[src/rtl/imem_boot_sequencer_pkg.sv]
// Shared types and constants for the instruction-memory boot/test sequencer.
package imem_boot_pkg;

  typedef enum logic [2:0] {IDLE, HDR, LOAD, RUN, DONE} state_t;

  localparam logic [2:0] ST_NONE    = 3'd0;
  localparam logic [2:0] ST_PASS    = 3'd1;
  localparam logic [2:0] ST_FAIL    = 3'd2;
  localparam logic [2:0] ST_TIMEOUT = 3'd3;
  localparam logic [2:0] ST_BADLEN  = 3'd4;

  // riscv-tests exit syscall number placed in a7
  localparam int ECALL_EXIT = 93;

endpackage

[src/rtl/imem_boot_sequencer_if.sv]
// Byte-stream input and instruction-memory load port of the boot sequencer.
interface imem_boot_sequencer_if #(parameter int WIDTH = 32);
  logic             rx_valid;
  logic [7:0]       rx_data;
  logic             rx_ready;
  logic             ins_mem_en;
  logic [WIDTH-1:0] ins_mem_data;
  logic [WIDTH-1:0] ins_mem_addr;

  modport master (input rx_valid, rx_data,
                  output rx_ready, ins_mem_en, ins_mem_data, ins_mem_addr);
  modport slave  (output rx_valid, rx_data,
                  input rx_ready, ins_mem_en, ins_mem_data, ins_mem_addr);
endinterface

[src/rtl/imem_boot_sequencer_byte_word_assembler.sv]
// Packs a little-endian byte stream into 32-bit words; word_valid pulses the
// cycle after the fourth byte of each word.
module byte_word_assembler (
  input  logic        clock,
  input  logic        reset,
  input  logic        clear,
  input  logic        byte_valid,
  input  logic [7:0]  byte_data,
  output logic [31:0] word,
  output logic        word_valid
);

  logic [1:0] cnt;

  // Shifting in from the top leaves the first byte in bits [7:0].
  always_ff @(posedge clock) begin
    if (reset || clear) begin
      word       <= '0;
      cnt        <= '0;
      word_valid <= 1'b0;
    end else begin
      word_valid <= byte_valid && (cnt == 2'd3);
      if (byte_valid) begin
        word <= {byte_data, word[31:8]};
        cnt  <= cnt + 2'd1;
      end
    end
  end

endmodule

[src/rtl/imem_boot_sequencer.sv]
// Loads a byte-streamed program into core instruction memory, runs the core
// and reports the riscv-tests exit result with the run-phase cycle count.
module imem_boot_sequencer
  import imem_boot_pkg::*;
#(
  parameter int WIDTH      = 32,
  parameter int IMEM_DEPTH = 512,
  parameter int MAX_CYCLES = 100000,
  parameter int CNT_W      = 32
) (
  input  logic                 clock,
  input  logic                 reset,
  input  logic                 start,
  imem_boot_sequencer_if.master bus,
  output logic                 core_reset,
  input  logic [WIDTH-1:0]     core_gp,
  input  logic [WIDTH-1:0]     core_a7,
  output logic                 busy,
  output logic                 done,
  output logic [2:0]           status,
  output logic [WIDTH-2:0]     fail_test,
  output logic [CNT_W-1:0]     cycle_count
);

  state_t           state, next_state;
  logic [31:0]      asm_word;
  logic             asm_valid, asm_clear, byte_acc;
  logic [31:0]      n_words, idx;
  logic [WIDTH-1:0] a7_prev;
  logic             hdr_bad, last_word, exit_hit, timeout_hit;

  assign byte_acc    = bus.rx_valid & bus.rx_ready;
  assign hdr_bad     = (asm_word == 32'd0) || (asm_word > 32'(IMEM_DEPTH));
  assign last_word   = (idx == n_words - 32'd1);
  // Core registers survive core reset, so only a fresh write of 93 counts.
  assign exit_hit    = (core_a7 == WIDTH'(ECALL_EXIT)) && (a7_prev != WIDTH'(ECALL_EXIT));
  assign timeout_hit = (cycle_count == CNT_W'(MAX_CYCLES - 1));

  byte_word_assembler u_asm (
    .clock      (clock),
    .reset      (reset),
    .clear      (asm_clear),
    .byte_valid (byte_acc),
    .byte_data  (bus.rx_data),
    .word       (asm_word),
    .word_valid (asm_valid)
  );

  always_ff @(posedge clock) begin
    if (reset) state <= IDLE;
    else       state <= next_state;
  end

  always_comb begin
    next_state = state;
    case (state)
      IDLE: if (start) next_state = HDR;
      HDR:  if (asm_valid) next_state = hdr_bad ? DONE : LOAD;
      LOAD: if (asm_valid && last_word) next_state = RUN;
      RUN:  if (exit_hit || timeout_hit) next_state = DONE;
      DONE: if (start) next_state = HDR;
      default: next_state = IDLE;
    endcase
  end

  always_comb begin
    bus.rx_ready     = (state == HDR) || (state == LOAD);
    bus.ins_mem_en   = (state == LOAD) && asm_valid;
    bus.ins_mem_data = WIDTH'(asm_word);
    bus.ins_mem_addr = WIDTH'(idx);
    busy             = (state == HDR) || (state == LOAD) || (state == RUN);
    done             = (state == DONE);
    asm_clear        = start && ((state == IDLE) || (state == DONE));
  end

  always_ff @(posedge clock) begin
    if (reset) begin
      core_reset  <= 1'b1;
      n_words     <= '0;
      idx         <= '0;
      a7_prev     <= '0;
      status      <= ST_NONE;
      fail_test   <= '0;
      cycle_count <= '0;
    end else begin
      // Registered from next_state so release lines up with the first RUN cycle.
      core_reset <= (next_state != RUN);
      a7_prev    <= core_a7;
      if (asm_clear) begin
        status    <= ST_NONE;
        fail_test <= '0;
      end
      if (state == HDR && asm_valid) begin
        n_words <= asm_word;
        idx     <= '0;
        if (hdr_bad) status <= ST_BADLEN;
      end
      if (bus.ins_mem_en) idx <= idx + 32'd1;
      if (next_state == RUN)
        cycle_count <= (state == RUN) ? cycle_count + CNT_W'(1) : '0;
      if (state == RUN) begin
        if (exit_hit) begin
          if (core_gp == WIDTH'(1)) begin
            status <= ST_PASS;
          end else begin
            status    <= ST_FAIL;
            fail_test <= core_gp[WIDTH-1:1];
          end
        end else if (timeout_hit) begin
          status <= ST_TIMEOUT;
        end
      end
    end
  end

endmodule

[src/flat_wrapper.sv]
// flat-port wrapper written by rule: the top's interface ports become plain ports
module imem_boot_sequencer_flat import imem_boot_pkg::*;
#(
  parameter int WIDTH      = 32,
  parameter int IMEM_DEPTH = 512,
  parameter int MAX_CYCLES = 100000,
  parameter int CNT_W      = 32
)
  (clock, reset, start, core_reset, core_gp, core_a7, busy, done, status, fail_test, cycle_count, bus_rx_valid, bus_rx_data, bus_rx_ready, bus_ins_mem_en, bus_ins_mem_data, bus_ins_mem_addr);
  imem_boot_sequencer_if #(.WIDTH(WIDTH)) bus_i ();
  input  logic clock;
  input  logic reset;
  input  logic start;
  output logic core_reset;
  input  logic [WIDTH-1:0] core_gp;
  input  logic [WIDTH-1:0] core_a7;
  output logic busy;
  output logic done;
  output logic [2:0] status;
  output logic [WIDTH-2:0] fail_test;
  output logic [CNT_W-1:0] cycle_count;
  input wire logic [$bits(bus_i.rx_valid)-1:0] bus_rx_valid;
  input wire logic [$bits(bus_i.rx_data)-1:0] bus_rx_data;
  output wire logic [$bits(bus_i.rx_ready)-1:0] bus_rx_ready;
  output wire logic [$bits(bus_i.ins_mem_en)-1:0] bus_ins_mem_en;
  output wire logic [$bits(bus_i.ins_mem_data)-1:0] bus_ins_mem_data;
  output wire logic [$bits(bus_i.ins_mem_addr)-1:0] bus_ins_mem_addr;
  assign bus_i.rx_valid = bus_rx_valid;
  assign bus_i.rx_data = bus_rx_data;
  assign bus_rx_ready = bus_i.rx_ready;
  assign bus_ins_mem_en = bus_i.ins_mem_en;
  assign bus_ins_mem_data = bus_i.ins_mem_data;
  assign bus_ins_mem_addr = bus_i.ins_mem_addr;
  imem_boot_sequencer #(.WIDTH(WIDTH), .IMEM_DEPTH(IMEM_DEPTH), .MAX_CYCLES(MAX_CYCLES), .CNT_W(CNT_W)) u_core (.clock(clock), .reset(reset), .start(start), .bus(bus_i), .core_reset(core_reset), .core_gp(core_gp), .core_a7(core_a7), .busy(busy), .done(done), .status(status), .fail_test(fail_test), .cycle_count(cycle_count));
endmodule
[config.mk]
export PLATFORM = sky130hd
export DESIGN_NAME = imem_boot_sequencer_flat
export DESIGN_NICKNAME = d
export VERILOG_FILES = /design/src/rtl/imem_boot_sequencer_pkg.sv /design/src/rtl/imem_boot_sequencer_if.sv /design/src/rtl/imem_boot_sequencer_byte_word_assembler.sv /design/src/rtl/imem_boot_sequencer.sv /design/src/flat_wrapper.sv
export SDC_FILE = /design/constraint.sdc
export NUM_CORES = 1
export LEC_CHECK = 0
export ABC_AREA = 1
export CORE_UTILIZATION = 56
export DETAILED_ROUTE_END_ITERATION = 8
export HOLD_SLACK_MARGIN = 0.08
export PLACE_DENSITY = 0.91
export SLEW_MARGIN = 40
export SYNTH_ARGS = -nofsm -noshare
export SYNTH_HDL_FRONTEND = slang
export SYNTH_SLANG_ARGS = --single-unit
[constraint.sdc]
create_clock -name clock -period 5.5 [get_ports clock]
set_clock_uncertainty 0.1 [all_clocks]
set_input_delay 1.1 -clock clock [delete_from_list [all_inputs] [get_ports clock]]
set_output_delay 1.1 -clock clock [all_outputs]
set_load 0.05 [all_outputs]
* Yosys cells after proc, flatten, opt, wreduce, memory -nomap -nowiden
Cells that the tools add are included.
Widths: inputs -> output; s select.
** Storage, ports and cells
- Flip-flop bits (word level) :: 201
- Latch bits :: 0
- Bits in writable memories :: 0
- Bits in read-only memories :: 0
- Bits of input ports :: 76
- Memories :: 0
** Cells by class
- Add/sub/neg operators :: 4
- Multiply operators :: 0
- Div/mod/pow operators :: 0
- Order comparisons :: 1
- Eq/ne operators :: 12
- Shift operators :: 0
- Muxes and demuxes :: 20
- Bitwise operators :: 1
- Reduce and logical (&&, ||, !) cells :: 16
** Operators with widths (count)
- $mux 31 :: 4
- $mux 32 :: 3
- $add 32x1->32 const B :: 2
- $mux 3 :: 11
- $eq 32x1->1 const B :: 1
- $eq 32x17->1 const B :: 1
- $eq 32x32->1 :: 1
- $eq 32x7->1 const B :: 1
- $gt 32x10->1 const B :: 1
- $logic_not 32->1 :: 1
- $ne 32x7->1 const B :: 1
- $sub 32x1->32 const B :: 1
- $pmux 3 s4 :: 1
- $eq 3x2->1 const B :: 3
- $logic_and 1x1->1 :: 6
- $logic_or 1x1->1 :: 6
- $eq 3x1->1 const B :: 1
- $eq 3x3->1 const B :: 1
- $logic_not 3->1 :: 1
- $ne 3x2->1 const B :: 1
- $add 2x1->2 const B :: 1
- $eq 2x2->1 const B :: 1
- $mux 2 :: 1
- $reduce_bool 2->1 :: 1
- other kinds (2) :: 2

* Longest topological paths before layout
- Depth in word-level cells :: 9
- Mapped depth :: 19
- Depth with buffers taken out :: 19

* Hierarchy
A second synthesis with hierarchy kept.
** Second synthesis, totals
- Cells, all modules :: 1650
- Area total of the unflattened synthesis :: 10847.9 µm²
** Modules (own cells, without submodules)
- imem_boot_sequencer :: instances 1, cells each 1431, area each 9385.3 µm²
- byte_word_assembler :: instances 1, cells each 219, area each 1462.7 µm²

* Worst setup path after synthesis
No wires, ideal clock.
- Path type :: input port to flip-flop
- Start :: input core_a7[9]
- End :: register u_core.fail_test[20]
- Data arrival time :: 2545 ps
- Data required time :: 5274 ps
- Setup slack :: 2729 ps
- Stages :: 9
- Path through :: nor4_1 > nand3_1 > nor2_1 > nand3_1 > nor2_1 > clkinv_1 > clkbuf_1 > nand3_1 > o21ai_0
** On the way
- Longest elaborated chain between the ends :: 4
** RTL lines
- start, declared :: line flat_wrapper.sv:16 : input logic [WIDTH-1:0] core_a7;
- $eq 32x7->1 :: line imem_boot_sequencer.sv:36 : assign exit_hit = (core_a7 == WIDTH'(ECALL_EXIT)) && (a7_prev != WIDTH'(ECALL_EXIT));
- $logic_and 1x1->1 :: line imem_boot_sequencer.sv:36
- $mux 31 :: line imem_boot_sequencer.sv:102 : if (exit_hit) begin
- $mux 31 :: line imem_boot_sequencer.sv:101 : if (state == RUN) begin
- end signal, assigned :: line imem_boot_sequencer.sv:107 : fail_test <= core_gp[WIDTH-1:1];
- end, declared :: line imem_boot_sequencer.sv:21 : output logic [WIDTH-2:0] fail_test,
No other way between the ends.
A chain may end at the register's enable or synchronous reset.

* Final worst setup path
- Start :: register u_core.state[1]
- End :: output bus_ins_mem_en
** On the way
- Longest elaborated chain between the ends :: 2
** RTL lines
- start, declared :: line imem_boot_sequencer.sv:25 : state_t state, next_state;
- start signal, assigned :: line imem_boot_sequencer.sv:51 : else state <= next_state;
- $eq 3x2->1 :: line imem_boot_sequencer.sv:68 : bus.ins_mem_en = (state == LOAD) && asm_valid;
- $logic_and 1x1->1 :: line imem_boot_sequencer.sv:68
- end, declared :: line flat_wrapper.sv:25 : output wire logic [$bits(bus_i.ins_mem_en)-1:0] bus_ins_mem_en;
No other way between the ends.

==> run_results.csv <==
group,metric,value,unit
global_routing,grt_pass1_vias,9976,
sta,slew_headroom,0.521,
place,dp_hpwl,21700,um
place,gp_congestion,0.949,
logic_synthesis,ys_seq_area_frac,0.397,
global_routing,antenna_found_initial,1,
worst_hold_path,min_from,"u_core.fail_test[26]",
routing,routedWlPerCell,15.9,um
floorplan,core,17500,um^2
routing,drt-total-wl,30600,um
cts,cts_tree,"built",
cts,cts_setup_buffers,0,
sta,grt_setup_unrepaired,"false",
cts,clock_latency,0.52,ns
floorplan,fp.dieH,137,um
floorplan,die_w,137,um
setup_path,cp-end-kind,"primary output",
sta,hold_violations,0,
pwr,power-per-cell-area,248,nW/um^2
logic_synthesis,syn_area_per_cell,6.72,um^2
logic_synthesis,synth_area_leaders,"dfxtp_1 40%, nor2_1 12%, nand2_1 10%, nand3_1 5.7%, inv_1 5.4%",
pwr,finalPower,3.24,mW
logic_synthesis,synth_cells,1510,
sta,min_period,3.62,ns
sta,fmax,276,MHz
logic_synthesis,ys_seq_elements,201,
finish,fin_util,0.747,
logic_synthesis,syn_nets,1590,
finish,layoutNonFillerInstCount,1930,
setup_path,r2r_setup_slack,2.36,ns
cts,cts-htree-levels,1,
global_routing,grt_pass1_wl,48500,um
floorplan,die-area,18700,um^2
worst_hold_path,hold_path.class,"reg -> reg",
sta,drv_slew,0,
sta,setup_viol_count_final,0,
sta,hold_slack,0.374,ns
routing,antenna_left,0,
logic_synthesis,synth_cell_types,44,
floorplan,rows,48,
sta,setup_tns,0,ns
sta,tightest_slew,0.717,ns
logic_synthesis,synthDominantCellAreaShare,0.397,
logic_synthesis,synth_top_area_cell,"dfxtp_1",
cts,clock-sinks,201,
routing,vias,10836,
logic_synthesis,netlist_area,10100,um^2
setup_path,startpoint,"u_core.state[1]",
routing,routed_via_density,5.61,
outcome,outcome,"complete, no violations",
finish,drive_above_1_share,0.0416,
global_routing,grt_overflow_total,0,
place,place_inst,1892,
global_routing,track_usage,0.326,
finish,fillers,1262,
cts,postCtsHoldBufs,0,
routing,dr.pass1.iters,5,
place,numPortBuffers,210,
cts,root_buffer,"clkbuf_16",
pwr,leakage,5.32,nW
cts,cts-buffers-inserted,22,
job,drv_cap,0,
finish,final_nets,1771,
floorplan,start_util,0.580,
setup_path,crit_fanout,24,
floorplan,num_io_pins,211,
cts,clk_path_buf_depth,3,
setup_path,critPathKind,"reg -> out",
cts,cts_resized,0,
global_routing,grt_max_degree,85,
logic_synthesis,synth_warnings,0,
setup_path,crit_path_start_kind,"flop",
setup_path,r2r-start,"u_core.cycle_count[1]",
finish,synthToLayoutAreaGrowth,28.7,%
routing,route.detailed.drc,0,
cts,clk_pin_slew_worst_paths,0.06,ns
setup_path,cp.required,4.30,ns
finish,antenna_cells,0,
setup_path,arrival,2.42,ns
routing,drt_iter0_drc,879,
sta,post-route-period-util,0.658,
pwr,peakVddDrop,247,uV
routing by layer:
layer  GRT usage  vias to the layer above  wire (um)
li1            -                     5256          -
met1       0.392                     4967      12000
met2       0.569                      527      14900
met3      0.0641                       84       2650
met4       0.128                        2       1100
met5           0                        -         13
registers in the layout, indices dropped and copies added (netlist names):
| signal | count |
|---|---|
| u_core.fail_test | 31 |
| u_core.u_asm.word | 32 |
| u_core.bus.ins_mem_addr | 32 |
| u_core.n_words | 32 |
| u_core.u_asm.word_valid | 1 |
| u_core.status | 3 |
| u_core.a7_prev | 32 |
| u_core.core_reset | 1 |
| u_core.cycle_count | 32 |
| u_core.state | 3 |
| u_core.u_asm.cnt | 2 |
area by class of cell:
| class | count | area, um^2 | share of cell area |
|---|---|---|---|
| repair buffers | 218 | 2160 | 0.166 |
| well taps | 225 | 282 | 0.0216 |
| flip-flops and latches | 201 | 4020 | 0.308 |
| clock inverters | 9 | 148 | 0.0113 |
| clock buffers | 29 | 587 | 0.0449 |
| multi-input cells | 1096 | 5290 | 0.405 |
| inverters | 152 | 571 | 0.0437 |
logic make-up (layout without fill, tap and decap cells):
group / Yosys count / in the layout / synth area share
adders and majority gates: 4 / 4 / 0.00493
AOI/OAI and AO/OA: 202 / 202 / 0.107
buffers and inverters: 213 / 408 / 0.0838
DFF: 201 / 201 / 0.397
and+or+nand+nor: 823 / 823 / 0.350
xor gates and xnor gates: 67 / 67 / 0.0579
stage by stage:
| stage | cell area, um^2 | setup WS, ns |
|---|---|---|
| 3_5_place_dp | 12300 | 1.60 |
| 2_1_floorplan | 10100 | 2.73 |
| 6_report | 13100 | 1.88 |
| 5_1_grt | 13100 | 1.81 |
| 3_3_place_gp | 12300 | 1.72 |
| 4_1_cts | 13100 | 1.89 |
report_power, final:
group / switching (mW) / internal [mW] / total, mW
clock network: 0.601 / 0.897 / 1.50
logic: 0.148 / 0.0976 / 0.245
registers: 0.0204 / 1.48 / 1.50
path summary, 6_finish.rpt:
kind,cells after the start,end
worst max-delay path,4,bus_ins_mem_en
worst min-delay path,2,u_core.fail_test[26]
worst max register to register,13,u_core.cycle_count[3]
worst min register to register,2,u_core.fail_test[26]
cell usage in the layout, fill, tap and decap left out, types with 2 or more instances in the layout:
cell type        count
a211oi_1             3
a21oi_1             82
a221oi_1             3
a22oi_1              5
a31oi_1              2
buf_4                7
bufinv_16            3
clkbuf_1             6
clkbuf_16           22
clkdlybuf4s50_1    209
clkinv_1             3
clkinv_2             4
dfxtp_1            201
ha_1                 4
inv_1              145
inv_2                4
nand2_1            273
nand2_2              6
nand3_1            116
nand3_2              2
nand3b_1             7
nand4_1             23
nor2_1             309
nor2_2               8
nor2_4               3
nor3_1              26
nor3b_1              3
nor4_1              36
o21ai_0             94
o21bai_1             6
o221ai_1             2
or2_2                5
xnor2_1             21
xor2_1              46
worst max-delay path: stages, from the launching register on:
cell,delay (ns)
dfxtp_1,0.41
nand3_1,0.19
nor2_2,0.13
buf_4,0.30
clkdlybuf4s50_1,0.86
Yosys cell counts (all sizes together):
library cell	n
a21o	1
and2	2
dfxtp	201
xor2	46
inv	149
o311a	1
o21ai	94
nand3b	7
o221ai	2
o22ai	1
nor4	36
nand2	280
o21bai	6
a21boi	1
nor2	320
a22oi	5
xnor2	21
a21oi	82
ha	4
clkinv	3
a31oi	2
clkbuf	46
nand4	23
nor3	26
a211oi	3
or2	6
nand3	119
o311ai	1
and3	1
buf	15
nor3b	3
a221oi	3
(Power assumes the default switching activity.)
